File: src/rtl/sc_mux_scanner.sv
// -----------------------------------------------------------------------------
// sc_mux_scanner
//   Drives the select code of a downstream N:1 mux, waits a programmable
//   settle time on each selected channel, then captures the mux output.
//   Channels are visited in ascending order over a mask latched at start,
//   either as a single sweep (ends with a Done pulse) or continuously until
//   Stop.
//
// Parameters
//   DATAWIDTH_MUX_SELECTION : select-code width (2**W channels, default 8)
//   DATAWIDTH_BUS           : captured data width
//   DWELL_CYCLES            : settle cycles after each select change (1..255)
//
// Ports
//   SC_MUXSCAN_CLOCK_50       in  : clock, rising edge
//   SC_MUXSCAN_RESET_InHigh   in  : asynchronous active-high reset
//   SC_MUXSCAN_Start_In       in  : start request (honoured only in IDLE)
//   SC_MUXSCAN_Stop_In        in  : abort request (honoured in SETTLE/CAPTURE)
//   SC_MUXSCAN_Continuous_In  in  : 0 = single sweep, 1 = endless round-robin
//   SC_MUXSCAN_ChannelMask_In in  : per-channel enable, latched at start
//   SC_MUXSCAN_Selection_Out  out : registered mux select code
//   SC_MUXSCAN_DataBUS_In     in  : mux output returned to this block
//   SC_MUXSCAN_DataBUS_Out    out : last captured sample
//   SC_MUXSCAN_Channel_Out    out : channel number of DataBUS_Out
//   SC_MUXSCAN_Valid_Out      out : one-cycle capture pulse
//   SC_MUXSCAN_Done_Out       out : one-cycle sweep-complete pulse
//   SC_MUXSCAN_Busy_Out       out : high while a scan is active
// -----------------------------------------------------------------------------
module sc_mux_scanner #(
  parameter int DATAWIDTH_MUX_SELECTION = 3,
  parameter int DATAWIDTH_BUS           = 8,
  parameter int DWELL_CYCLES            = 4
) (
  input  logic                                SC_MUXSCAN_CLOCK_50,
  input  logic                                SC_MUXSCAN_RESET_InHigh,
  input  logic                                SC_MUXSCAN_Start_In,
  input  logic                                SC_MUXSCAN_Stop_In,
  input  logic                                SC_MUXSCAN_Continuous_In,
  input  logic [(1<<DATAWIDTH_MUX_SELECTION)-1:0] SC_MUXSCAN_ChannelMask_In,
  output logic [DATAWIDTH_MUX_SELECTION-1:0]  SC_MUXSCAN_Selection_Out,
  input  logic [DATAWIDTH_BUS-1:0]            SC_MUXSCAN_DataBUS_In,
  output logic [DATAWIDTH_BUS-1:0]            SC_MUXSCAN_DataBUS_Out,
  output logic [DATAWIDTH_MUX_SELECTION-1:0]  SC_MUXSCAN_Channel_Out,
  output logic                                SC_MUXSCAN_Valid_Out,
  output logic                                SC_MUXSCAN_Done_Out,
  output logic                                SC_MUXSCAN_Busy_Out
);

  localparam int SW     = DATAWIDTH_MUX_SELECTION;
  localparam int NUM_CH = 1 << SW;

  typedef enum logic [1:0] {
    IDLE    = 2'd0,
    SETTLE  = 2'd1,
    CAPTURE = 2'd2
  } state_t;

  // Registered state and outputs
  state_t                   r_state;
  logic [7:0]               r_count;
  logic [NUM_CH-1:0]        r_mask;
  logic                     r_continuous;
  logic [SW-1:0]            r_sel;
  logic [DATAWIDTH_BUS-1:0] r_data;
  logic [SW-1:0]            r_channel;
  logic                     r_valid;
  logic                     r_done;
  logic                     r_busy;

  // Next-state values
  state_t                   w_state_next;
  logic [7:0]               w_count_next;
  logic [NUM_CH-1:0]        w_mask_next;
  logic                     w_continuous_next;
  logic [SW-1:0]            w_sel_next;
  logic [DATAWIDTH_BUS-1:0] w_data_next;
  logic [SW-1:0]            w_channel_next;
  logic                     w_valid_next;
  logic                     w_done_next;
  logic                     w_busy_next;

  logic [SW-1:0]            w_next_ch;
  logic [SW-1:0]            w_first_ch;
  logic                     w_wrap;
  logic                     w_dwell_done;

  // First enabled channel searching upward from cur+1, wrapping modulo
  // NUM_CH. With a single enabled channel equal to cur, the search lands on
  // cur itself after a full lap.
  function automatic logic [SW-1:0] f_next_channel(input logic [NUM_CH-1:0] mask,
                                                   input logic [SW-1:0]     cur);
    logic [SW-1:0] idx;
    logic          found;
    f_next_channel = cur;
    found          = 1'b0;
    for (int i = 1; i <= NUM_CH; i++) begin
      idx = cur + SW'(i);
      if (!found && mask[idx]) begin
        f_next_channel = idx;
        found          = 1'b1;
      end
    end
  endfunction

  // Searching "after" the top channel yields the lowest enabled channel.
  assign w_first_ch   = f_next_channel(SC_MUXSCAN_ChannelMask_In, {SW{1'b1}});
  assign w_next_ch    = f_next_channel(r_mask, r_sel);
  assign w_wrap       = (w_next_ch <= r_sel);
  assign w_dwell_done = (r_count == 8'(DWELL_CYCLES - 1));

  // ---------------------------------------------------------------------------
  // State register (also holds the registered outputs)
  // ---------------------------------------------------------------------------
  // NOTE: sequential state uses non-blocking (<=) so every register samples
  // pre-edge values; blocking here would create order-dependent behaviour.
  always_ff @(posedge SC_MUXSCAN_CLOCK_50 or posedge SC_MUXSCAN_RESET_InHigh) begin
    if (SC_MUXSCAN_RESET_InHigh) begin
      r_state      <= IDLE;
      r_count      <= '0;
      r_mask       <= '0;
      r_continuous <= 1'b0;
      r_sel        <= '0;
      r_data       <= '0;
      r_channel    <= '0;
      r_valid      <= 1'b0;
      r_done       <= 1'b0;
      r_busy       <= 1'b0;
    end else begin
      r_state      <= w_state_next;
      r_count      <= w_count_next;
      r_mask       <= w_mask_next;
      r_continuous <= w_continuous_next;
      r_sel        <= w_sel_next;
      r_data       <= w_data_next;
      r_channel    <= w_channel_next;
      r_valid      <= w_valid_next;
      r_done       <= w_done_next;
      r_busy       <= w_busy_next;
    end
  end

  // ---------------------------------------------------------------------------
  // Next-state logic
  // ---------------------------------------------------------------------------
  // NOTE: every signal assigned in a combinational block gets a default first;
  // a path that leaves one unassigned would infer a latch.
  always_comb begin
    w_state_next = r_state;
    case (r_state)
      IDLE: begin
        if (SC_MUXSCAN_Start_In && (|SC_MUXSCAN_ChannelMask_In))
          w_state_next = SETTLE;
      end
      SETTLE: begin
        if (SC_MUXSCAN_Stop_In)  w_state_next = IDLE;
        else if (w_dwell_done)   w_state_next = CAPTURE;
      end
      CAPTURE: begin
        if (SC_MUXSCAN_Stop_In)                w_state_next = IDLE;
        else if (!r_continuous && w_wrap)      w_state_next = IDLE;
        else                                   w_state_next = SETTLE;
      end
      default: w_state_next = IDLE;
    endcase
  end

  // ---------------------------------------------------------------------------
  // Output / datapath logic (values registered at the next edge)
  // ---------------------------------------------------------------------------
  always_comb begin
    w_count_next      = r_count;
    w_mask_next       = r_mask;
    w_continuous_next = r_continuous;
    w_sel_next        = r_sel;
    w_data_next       = r_data;
    w_channel_next    = r_channel;
    w_valid_next      = 1'b0;
    w_done_next       = 1'b0;
    w_busy_next       = r_busy;

    case (r_state)
      IDLE: begin
        if (SC_MUXSCAN_Start_In && (|SC_MUXSCAN_ChannelMask_In)) begin
          w_mask_next       = SC_MUXSCAN_ChannelMask_In;
          w_continuous_next = SC_MUXSCAN_Continuous_In;
          w_sel_next        = w_first_ch;
          w_count_next      = '0;
          w_busy_next       = 1'b1;
        end
      end
      SETTLE: begin
        if (SC_MUXSCAN_Stop_In) begin
          w_busy_next  = 1'b0;
          w_count_next = '0;
        end else begin
          w_count_next = r_count + 8'd1;
        end
      end
      CAPTURE: begin
        // Stop wins over the capture that would otherwise happen this edge.
        if (SC_MUXSCAN_Stop_In) begin
          w_busy_next  = 1'b0;
          w_count_next = '0;
        end else begin
          w_data_next    = SC_MUXSCAN_DataBUS_In;
          w_channel_next = r_sel;
          w_valid_next   = 1'b1;
          if (!r_continuous && w_wrap) begin
            // Sweep complete: select code is left on the last channel.
            w_done_next = 1'b1;
            w_busy_next = 1'b0;
          end else begin
            w_sel_next   = w_next_ch;
            w_count_next = '0;
          end
        end
      end
      default: begin
        w_busy_next = 1'b0;
      end
    endcase
  end

  assign SC_MUXSCAN_Selection_Out = r_sel;
  assign SC_MUXSCAN_DataBUS_Out   = r_data;
  assign SC_MUXSCAN_Channel_Out   = r_channel;
  assign SC_MUXSCAN_Valid_Out     = r_valid;
  assign SC_MUXSCAN_Done_Out      = r_done;
  assign SC_MUXSCAN_Busy_Out      = r_busy;

endmodule

File: config.mk
export PLATFORM = sky130hd
export DESIGN_NAME = sc_mux_scanner
export DESIGN_NICKNAME = d
export VERILOG_FILES = /design/src/rtl/sc_mux_scanner.sv
export SDC_FILE = /design/constraint.sdc
export NUM_CORES = 1
export LEC_CHECK = 0
export CAP_MARGIN = 25
export CORE_MARGIN = 3
export CORE_UTILIZATION = 40
export CTS_BUF_LIST = sky130_fd_sc_hd__clkbuf_4 sky130_fd_sc_hd__clkbuf_8 sky130_fd_sc_hd__clkbuf_16
export CTS_CLUSTER_DIAMETER = 40
export DETAILED_ROUTE_END_ITERATION = 8
export PLACE_DENSITY_LB_ADDON = 0.15
export RECOVER_POWER = 25
export SLEW_MARGIN = 20
export SYNTH_ARGS = -nofsm -noshare
export SYNTH_HDL_FRONTEND = slang
export SYNTH_SLANG_ARGS = --single-unit
File: constraint.sdc
create_clock -name SC_MUXSCAN_CLOCK_50 -period 12.6 [get_ports SC_MUXSCAN_CLOCK_50]
set_input_delay 1.26 -clock SC_MUXSCAN_CLOCK_50 [delete_from_list [all_inputs] [get_ports SC_MUXSCAN_CLOCK_50]]
set_output_delay 1.26 -clock SC_MUXSCAN_CLOCK_50 [all_outputs]
set_load 0.01 [all_outputs]
==> key figures, run 1 <==
Finish
  • N_diodes: 0
  • Layout cell share with drive strength beyond 1: 19.2%
  • Final instance area: ~3000 sq um
  • Area delta synth->final: 20.4%
  • Most frequent cells in the layout: 36 x dfrtp_1, 36 x clkdlybuf4s50_1, 24 x nor2_1
  • Fin nets: slightly above 300

Global routing
  • Total gr overflow: 0
  • Initial antenna violation count: 0
  • Gr usage total: roughly 17%
  • First-pass GRT wire length: around 10000 um
  • Vias in the first global route: approximately 2000
  • Pin count of the biggest net entering global routing: 37

Timing
  • Fin Setup TNS: 0 ns
  • Final Skew: 0.00627 ns
  • Fmax: between 150 and 200 MHz
  • Relative slew slack: -30.0%
  • Slew Viols, Final: 37
  • Fin crit share: slightly above 40%
  • # setup viols final: 0
  • Minimum clock period: 5.11 ns
  • Unrepaired setup endpoints after global routing: false
  • Hold Vio Cnt, Final: 0
  • Worst Tran Pin Value: 1.95 ns

Floorplan
  • Die area: 7270 sq um
  • Row Count: 28
  • Die W: between 80 and 90 um
  • Io pins: 38
  • Die H: about 85 um
  • Core Region: 5990 sq um
  • Initial Util: between 40% and 50%

Synthesis
  • Number of flops mapped to enable cells by yosys: 0
  • Warnings, synthesis: 0
  • Post-Syn Instances: 241
  • Avg Cell Area, Syn: about 10 sq um
  • Synth Flop Type: dfrtp_1
  • Seq cells post-synth: 36
  • Share of flip-flops with an asynchronous set or reset: 100%
  • Register area share after synthesis: 35.8%
  • Syn Std Cell Area: around 2500 sq um
  • Distinct cells, synth: between 50 and 60
  • Post-synth top area cell: dfrtp_1
  • Post-synth top area share: 35.8%
  • Post-Syn Nets: ~270
  • Synth top area cells: dfrtp_1 36%, mux2_2 9.0%, mux4_2 8.1%, nor2_1 3.6%, ha_1 3.0%

Placed design
  • DP Area: approximately 3000 sq um
  • I/O Buffers: 37
  • Placer congestion estimate: approximately 0.83
  • Post-DP HPWL: about 4400 um

Worst hold path
  • Hold Crit Class: reg2reg

Clocking
  • Later-pin clock latency in the skew report: between 0.2 and 0.3 ns
  • Clock sinks: 36
  • Htree depth: 2
  • Post_cts resized: 0
  • CTS Hold Buffers Added: 0
  • CTS tree: built
  • Max Root-Sink Buffers: 2
  • Clock slew at reported path FFs: approximately 0.07 ns
  • # Post-CTS Setup Buffers: 0
  • Root Driver: clkbuf_8
  • CTS Buf Count: 5

Run status
  • Outcome: complete, but fails checks
  • Failing checks: max-capacitance violations, max-slew violations

Drt
  • Total Wirelength: between 5000 and 6000 um
  • Vias: 2010
  • Vias per cell: approximately 5.6
  • First-pass DRT Iterations: 4
  • # DRC: 0
  • Post-route antenna net violation count: 0
  • WL/cell: about 16 um
  • Iter 0 DRT Violations: 65

Power
  • Worst VDD drop: about 170 uV
  • Pwr Total: 961 uW
  • Power density over the cells: about 320 nW/um^2
  • Leakage: around 0.0012 uW

Setup path
  • Required time worst endpoint: about 13 ns
  • Critical path start-end classification: reg2reg
  • Crit path arrival time: 5.28 ns
  • CP endpoint kind: register
  • Startpoint types: register
  • Critical Path Fanout Max: 13

Flow run
  • Max_cap viols: 1
==> cell type report <==
type,count,area [sq um]
Clock buffer,6,76.3
Clock inverter,1,5.00
Fill cell,561,2960
Inverter,13,48.8
Multi-Input combinational cell,185,1520
Sequential cell,36,901
Tap cell,75,93.8
Timing Repair Buffer,40,384
==> registers in the layout, indices dropped and copies added, names as in the netlist, 2 cells and up <==
name and cells:
SC_MUXSCAN_Channel_Out 3, SC_MUXSCAN_DataBUS_Out 8, SC_MUXSCAN_Selection_Out 3, r_count 8, r_mask 8, r_state 2
==> routing by layer <==
| metal | vias up | track usage (%) | wire (um) |
|---|---|---|---|
| met5 | - | 0 | 0 |
| met4 | 0 | 6.91 | 117 |
| met3 | 13 | 3.98 | 250 |
| met2 | 46 | 26.6 | 2680 |
| met1 | 974 | 23.4 | 2720 |
| li1 | 977 | - | - |
==> worst paths after layout <==
kind	slack [ns]	cells past startpoint	endpoint	startpoint
max in group asynchronous	9.37	3	r_mask[4]	SC_MUXSCAN_RESET_InHigh
max	7.49	17	SC_MUXSCAN_Selection_Out[1]	SC_MUXSCAN_Selection_Out[1]
min in group asynchronous	2.11	3	r_continuous	SC_MUXSCAN_RESET_InHigh
max reg2reg	7.49	17	SC_MUXSCAN_Selection_Out[1]	SC_MUXSCAN_Selection_Out[1]
min	0.49	2	SC_MUXSCAN_Channel_Out[0]	SC_MUXSCAN_Channel_Out[0]
min reg2reg	0.49	2	SC_MUXSCAN_Channel_Out[0]	SC_MUXSCAN_Channel_Out[0]
==> through the flow <==
| step | hold slack [ns] | cells | worst slack, ns | utilization, % |
|---|---|---|---|---|
| after floorplan | 0.478 | 241 | 8.00 | - |
| after global placement | 0.464 | 347 | 7.28 | 49.1 |
| after detailed placement | 0.474 | 347 | 7.18 | 49.1 |
| after CTS | 0.491 | 354 | 7.14 | 50.5 |
| after global routing | 0.521 | 356 | 7.06 | 50.6 |
| final | 0.492 | 356 | 7.49 | 50.6 |
==> logic make-up after synthesis <==
group,synth area share [%]
flops,35.8
compound gates,15.0
xor+xnor,3.48
fa+ha+maj,2.98
simple gates,16.1
mux,22.9
buf+inv,3.73
==> Yosys cell counts (5+ instances only) <==
cell type and number:
mux4_2 9, xnor2_1 7, mux2_2 20, nand2b_1 5, dfrtp_1 36, o21ai_0 10, ha_1 6, nor3_1 9
nor2_1 24, inv_1 11, a21oi_1 11, nand2_1 16
==> where the power goes <==
part	total (uW)	internal, uW	switching (uW)
clock	80.3	39.8	40.6
sequential	220	157	62.3
combinational	661	318	343
total	961	515	446
==> critical path, cell delays in order, from the launching register on <==
cell and delay, ns:
dfrtp_1 0.64, clkinv_1 0.37, ha_1 0.63, mux4_2 0.61, mux2_4 0.33, nor3b_1 0.21
o311ai_1 0.12, a21oi_2 0.18, o21ai_2 0.09, ha_1 0.29, nor2b_1 0.12, o21ai_0 0.07
a32oi_1 0.32, o21bai_1 0.13, a211oi_1 0.29, buf_2 0.24, a21oi_1 0.08, a311o_1 0.26
No activity file was read; power rests on OpenSTA's default activity.
==> inputs of run 2 (changes only) <==
==> constraint.sdc (replaced) <==
create_clock -name SC_MUXSCAN_CLOCK_50 -period 5.2 [get_ports SC_MUXSCAN_CLOCK_50]
set_input_delay 0.52 -clock SC_MUXSCAN_CLOCK_50 [delete_from_list [all_inputs] [get_ports SC_MUXSCAN_CLOCK_50]]
set_output_delay 0.52 -clock SC_MUXSCAN_CLOCK_50 [all_outputs]
set_load 0.01 [all_outputs]
==> key figures, run 2 (same netlist as run 1, synthesis figures left out) <==
Placed design
  • Post-DP HPWL: 4370 um (+0.36%)
  • Placer congestion estimate: 0.791 (-4.7%)
  • I/O Buffers: 37 (unchanged)
  • Post-placement cell count: 350 (+0.86%)
  • DP Area: 2960 sq um (+0.77%)

Clocking
  • Max Root-Sink Buffers: 2 (unchanged)
  • CTS Hold Buffers Added: 0 (unchanged)
  • Clock slew at reported path FFs: 0.08 ns (about the same)
  • Htree depth: 2 (unchanged)
  • Root Driver: clkbuf_8
  • Clock sinks: 36 (unchanged)
  • CTS Buf Count: 5 (unchanged)
  • Later-pin clock latency in the skew report: 0.28 ns (about the same)
  • CTS tree: built

Floorplan
  • Row Count: 28 (unchanged)
  • Die H: 85.3 um (unchanged)
  • Core Region: 5990 sq um (unchanged)
  • Initial Util: 42.0% (unchanged)
  • Die area: 7270 sq um (unchanged)
  • Io pins: 38 (unchanged)
  • Die W: 85.3 um (unchanged)

Worst hold path
  • Hold Crit Class: reg2reg
  • Hold Crit Depth: 2 (unchanged)

Run status
  • Failing checks: max-capacitance violations, max-slew violations
  • Outcome: complete, but fails checks

Global routing
  • Pin count of the biggest net entering global routing: 37 (unchanged)
  • Vias in the first global route: 1928 (-4.3%)
  • Gr usage total: 17.1% (-0.15 points)
  • Initial antenna violation count: 0 (unchanged)
  • Total gr overflow: 0 (unchanged)
  • First-pass GRT wire length: 9990 um (-0.34%)

Timing
  • Relative slew slack: -29.0% (+0.98 points)
  • Fin Setup TNS: 0 ns (unchanged)
  • Minimum clock period: 4.57 ns (-0.536 ns)
  • Hold slack: 0.483 ns (-0.00876 ns)
  • Unrepaired setup endpoints after global routing: false
  • Final Skew: 0.00934 ns (+0.00306 ns)
  • Fin crit share: 88.0% (+47 points)
  • Hold Vio Cnt, Final: 0 (unchanged)
  • Worst Tran Pin Value: 1.93 ns (-0.0147 ns)
  • Fmax: 219 MHz (+12%)
  • Slew Viols, Final: 37 (unchanged)
  • # setup viols final: 0 (unchanged)

Setup path
  • Startpoint types: register
  • Required time worst endpoint: 5.33 ns (-7.44 ns)
  • Critical Path Fanout Max: 9 (-4)
  • Critical path start-end classification: reg2reg
  • Reg2reg path depth: 14 (-3)
  • Crit path arrival time: 4.71 ns (-0.57 ns)
  • Worst reg2reg setup slack: 0.63 ns (-6.86 ns)
  • CP endpoint kind: register

Power
  • Comb pwr share: 67.9% (-0.9 points)
  • Leakage: 0.00122 uW (+2.4%)
  • Switching share of power: 45.1% (-1.3 points)
  • Sequential power share: 21.0% (-1.9 points)
  • Sw Pwr: 1090 uW (+150%)
  • Clock share of power: 11.1% (+2.7 points)
  • Int Pwr: 1330 uW (+160%)
  • Power density over the cells: 785 nW/um^2 (+150%)
  • Worst VDD drop: 376 uV (+120%)

Finish
  • Layout cell share with drive strength beyond 1: 20.1% (+0.92 points)
  • Final Non-Filler Cells: 358 (+0.56%)
  • Final instance area: 3090 sq um (+2.1%)
  • FILL cells: 529 (-5.7%)
  • Most frequent cells in the layout: 36 x dfrtp_1, 36 x clkdlybuf4s50_1, 24 x nor2_1
  • Register area: 901 sq um (unchanged)
  • Area delta synth->final: 23.0%
  • Area of the multi-input gates: 1530 sq um (+0.49%)
  • N_diodes: 0 (unchanged)
  • Fin nets: 309 (+0.32%)
  • Final core occ: 51.7% (+1.1 points)

Drt
  • Post-route antenna net violation count: 0 (unchanged)
  • WL/cell: 16.3 um (+0.75%)
  • Vias per cell: 5.54 (-1.8%)
  • Vias: 1984 (-1.3%)
  • First-pass DRT Iterations: 4 (unchanged)
  • Total Wirelength: 5850 um (+1.3%)
  • Iter 0 DRT Violations: 105 (+62%)
  • # DRC: 0 (unchanged)

Flow run
  • Max_cap viols: 1 (unchanged)
-- run 2: metrics by stage --
| stage | total power, uW | worst slack, ns |
|---|---|---|
| 2_1_floorplan | 1740 | 0.597 |
| 3_3_place_gp | 2130 | 0.535 |
| 3_5_place_dp | 2140 | 0.462 |
| 4_1_cts | 2420 | 0.403 |
| 5_1_grt | 2640 | 0.0946 |
| 6_report | 2430 | 0.626 |
-- run 2: per-layer routing --
layer / global-route usage (%) / vias to the layer above / wire length [um]
li1: - / 982 / -
met1: 23.8 / 948 / 2790
met2: 27.0 / 48 / 2730
met3: 3.88 / 6 / 251
met4: 4.32 / 0 / 78
met5: 0 / - / 0
-- run 2: critical path, cell delays in order, from the launching register on --
cell,delay (ns)
dfrtp_1,0.35
clkinv_1,0.21
ha_1,0.60
mux4_2,0.60
nor2b_1,0.17
a221oi_1,0.25
o31ai_1,0.12
o21ai_0,0.28
o21ai_0,0.20
nand2_1,0.11
ha_1,0.23
a32oi_1,0.41
nor4b_1,0.11
a211oi_1,0.67
nor2_1,0.12
-- run 2: what timing repair did --
item	in CTS	in global routing
resized for setup	0	1
setup endpoints to repair	0	4
setup buffers	0	0
-- run 2: worst paths after layout --
kind / from / to
worst min register to register: SC_MUXSCAN_Channel_Out[0] / SC_MUXSCAN_Channel_Out[0]
worst min-delay path: SC_MUXSCAN_Channel_Out[0] / SC_MUXSCAN_Channel_Out[0]
worst max register to register: SC_MUXSCAN_Selection_Out[1] / r_count[4]
max in group asynchronous: SC_MUXSCAN_RESET_InHigh / r_continuous
worst max-delay path: SC_MUXSCAN_Selection_Out[1] / r_count[4]
min in group asynchronous: SC_MUXSCAN_RESET_InHigh / r_state[0]
-- run 2: power by group through the flow --
| stage | clock network [uW] | registers, uW | logic [uW] |
|---|---|---|---|
| 2_1_floorplan | 0 | 484 | 1260 |
| 3_3_place_gp | 0 | 502 | 1620 |
| 3_5_place_dp | 0 | 509 | 1630 |
| 4_1_cts | 277 | 505 | 1640 |
| 5_1_grt | 292 | 527 | 1820 |
| 6_report | 269 | 509 | 1650 |
-- run 2: area by class of cell --
cell class,count,area share [%]
well taps,75,3.03
clock buffers,7,3.11
clock inverters,1,0.970
multi-input cells,185,49.4
flip-flops and latches,36,29.1
repair buffers,41,12.8
inverters,13,1.58
==> inputs of run 3 (changes only) <==
--- a/config.mk
+++ b/config.mk
@@ -6,7 +6,8 @@
 export NUM_CORES = 1
 export LEC_CHECK = 0
 export CAP_MARGIN = 25
-export CORE_MARGIN = 3
+export CORE_ASPECT_RATIO = 0.9
+export CORE_MARGIN = 2
 export CORE_UTILIZATION = 40
 export CTS_BUF_LIST = sky130_fd_sc_hd__clkbuf_4 sky130_fd_sc_hd__clkbuf_8 sky130_fd_sc_hd__clkbuf_16
 export CTS_CLUSTER_DIAMETER = 40
==> key figures, run 3 (same netlist as run 1, synthesis figures left out) <==
Clocking
  • # Post-CTS Setup Buffers: 0 (unchanged)
  • CTS tree: built
  • CTS Hold Buffers Added: 0 (unchanged)
  • Max Root-Sink Buffers: 2 (unchanged)
  • Clock sinks: 36 (unchanged)
  • Htree depth: 2 (unchanged)
  • Post_cts resized: 0 (unchanged)
  • Clock slew at reported path FFs: 0.07 ns (about the same)
  • CTS Buf Count: 5 (unchanged)
  • Root Driver: clkbuf_8
  • Later-pin clock latency in the skew report: 0.28 ns (about the same)

Flow run
  • Max_cap viols: 1 (unchanged)

Timing
  • Relative slew slack: -28.9% (+0.061 points)
  • # setup viols final: 0 (unchanged)
  • Hold Vio Cnt, Final: 0 (unchanged)
  • Final Skew: 0.00262 ns (-0.00672 ns)
  • Fin crit share: 88.4% (+0.45 points)
  • Unrepaired setup endpoints after global routing: false
  • Minimum clock period: 4.60 ns (+0.0234 ns)
  • Worst Tran Pin Value: 1.93 ns (-0.000921 ns)
  • Fin Setup TNS: 0 ns (unchanged)
  • Slew Viols, Final: 37 (unchanged)
  • Fmax: 218 MHz (-0.51%)

Global routing
  • Gr usage total: 17.6% (+0.52 points)
  • Vias in the first global route: 1991 (+3.3%)
  • First-pass GRT wire length: 9630 um (-3.7%)
  • Pin count of the biggest net entering global routing: 37 (unchanged)
  • Total gr overflow: 0 (unchanged)
  • Initial antenna violation count: 0 (unchanged)

Drt
  • Vias: 2030 (+2.3%)
  • Vias per cell: 5.47 (-1.3%)
  • WL/cell: 15.0 um (-8.3%)
  • Total Wirelength: 5560 um (-5.0%)
  • Post-route antenna net violation count: 0 (unchanged)
  • First-pass DRT Iterations: 4 (unchanged)
  • # DRC: 0 (unchanged)
  • Iter 0 DRT Violations: 78 (-26%)

Floorplan
  • Core Region: 6110 sq um (+2.1%)
  • Row Count: 27 (-3.6%)
  • Die W: 87.6 um (+2.7%)
  • Die area: 6940 sq um (-4.6%)
  • Io pins: 38 (unchanged)
  • Initial Util: 41.1% (-0.85 points)
  • Die H: 79.2 um (-7.1%)

Placed design
  • Post-placement cell count: 363 (+3.7%)
  • Post-DP HPWL: 4120 um (-5.7%)
  • I/O Buffers: 37 (unchanged)
  • Placer congestion estimate: 0.865 (+9.3%)

Power
  • Leakage: 0.00121 uW (-1.1%)
  • Sw Pwr: 1090 uW (-0.85%)
  • Switching share of power: 45.8% (+0.77 points)
  • Power density over the cells: 768 nW/um^2 (-2.1%)
  • Clock share of power: 8.9% (-2.2 points)
  • Int Pwr: 1280 uW (-3.9%)
  • Sequential power share: 21.1% (about the same)
  • Worst VDD drop: 378 uV (+0.49%)
  • Comb pwr share: 70.0% (+2.1 points)

Finish
  • FILL cells: 589 (+11%)
  • Most frequent cells in the layout: 36 x dfrtp_1, 36 x clkdlybuf4s50_1, 24 x nor2_1
  • Fin nets: 310 (+0.32%)
  • Area delta synth->final: 22.5%
  • N_diodes: 0 (unchanged)
  • Final Non-Filler Cells: 371 (+3.6%)
  • Layout cell share with drive strength beyond 1: 20.1% (-0.071 points)

Run status
  • Failing checks: max-capacitance violations, max-slew violations
  • Outcome: complete, but fails checks

Setup path
  • Required time worst endpoint: 5.37 ns (+0.04 ns)
  • CP endpoint kind: register
  • Startpoint types: register
  • Critical Path Fanout Max: 9 (unchanged)
  • Worst reg2reg setup slack: 0.60 ns (-0.02 ns)
  • Critical path start-end classification: reg2reg
  • Crit path arrival time: 4.77 ns (+0.06 ns)

Worst hold path
  • Hold Crit Class: reg2reg
## run 3: critical path: stages (launching register included)
cell      delay [ns]
dfrtp_1         0.35
clkinv_1        0.22
ha_1            0.60
mux4_2          0.61
mux2_4          0.34
nor3_1          0.20
o311ai_1        0.15
a21oi_2         0.18
o21ai_2         0.09
ha_1            0.30
nor2b_1         0.13
o21ai_0         0.08
a32oi_1         0.32
o21bai_1        0.15
a211oi_1        0.26
buf_4           0.20
a21oi_1         0.06
a311o_1         0.27
## run 3: metal layers
layer  global-route usage, %  wire length (um)  vias up
met3                    3.85               187        5
met1                    25.4              2760     1007
li1                        -                 -      975
met5                       0                 0        -
met2                    26.8              2580       43
met4                    4.31                28        0
## run 3: worst paths after layout
check	startpoint	to	cells after the start
min reg2reg	SC_MUXSCAN_Channel_Out[2]	SC_MUXSCAN_Channel_Out[2]	2
min	SC_MUXSCAN_Channel_Out[2]	SC_MUXSCAN_Channel_Out[2]	2
min in group asynchronous	SC_MUXSCAN_RESET_InHigh	SC_MUXSCAN_DataBUS_Out[6]	3
max	SC_MUXSCAN_Selection_Out[1]	SC_MUXSCAN_Selection_Out[1]	17
max reg2reg	SC_MUXSCAN_Selection_Out[1]	SC_MUXSCAN_Selection_Out[1]	17
max in group asynchronous	SC_MUXSCAN_RESET_InHigh	r_mask[4]	3
## run 3: power by group through the flow
stage          Combinational, uW  Clock, uW  Sequential (uW)
2_1_floorplan               1260          0              484
3_3_place_gp                1640          0              501
3_5_place_dp                1640          0              505
4_1_cts                     1650        217              500
5_1_grt                     1840        229              519
6_report                    1660        212              499
## run 3: layout make-up
class / count / area, sq um / share of cell area [%]
Clock buffer: 7 / 90.1 / 2.92
Clock inverter: 1 / 7.51 / 0.244
Inverter: 13 / 48.8 / 1.58
Multi-Input combinational cell: 185 / 1520 / 49.4
Sequential cell: 36 / 901 / 29.2
Tap cell: 87 / 109 / 3.53
Timing Repair Buffer: 42 / 404 / 13.1
## run 3: metrics by stage
| stage | setup WS (ns) | hold slack [ns] | cell area [sq um] | util (%) | total power [uW] |
|---|---|---|---|---|---|
| finish | 0.603 | 0.475 | 3080 | 50.4 | 2370 |
| global route | 0.128 | 0.525 | 3080 | 50.4 | 2590 |
| CTS | 0.594 | 0.485 | 3080 | 50.4 | 2370 |
| detailed placement | 0.640 | 0.469 | 2990 | 48.8 | 2140 |
| global placement | 0.724 | 0.463 | 2990 | 48.8 | 2140 |
| floorplan | 0.597 | 0.478 | 2510 | - | 1740 |
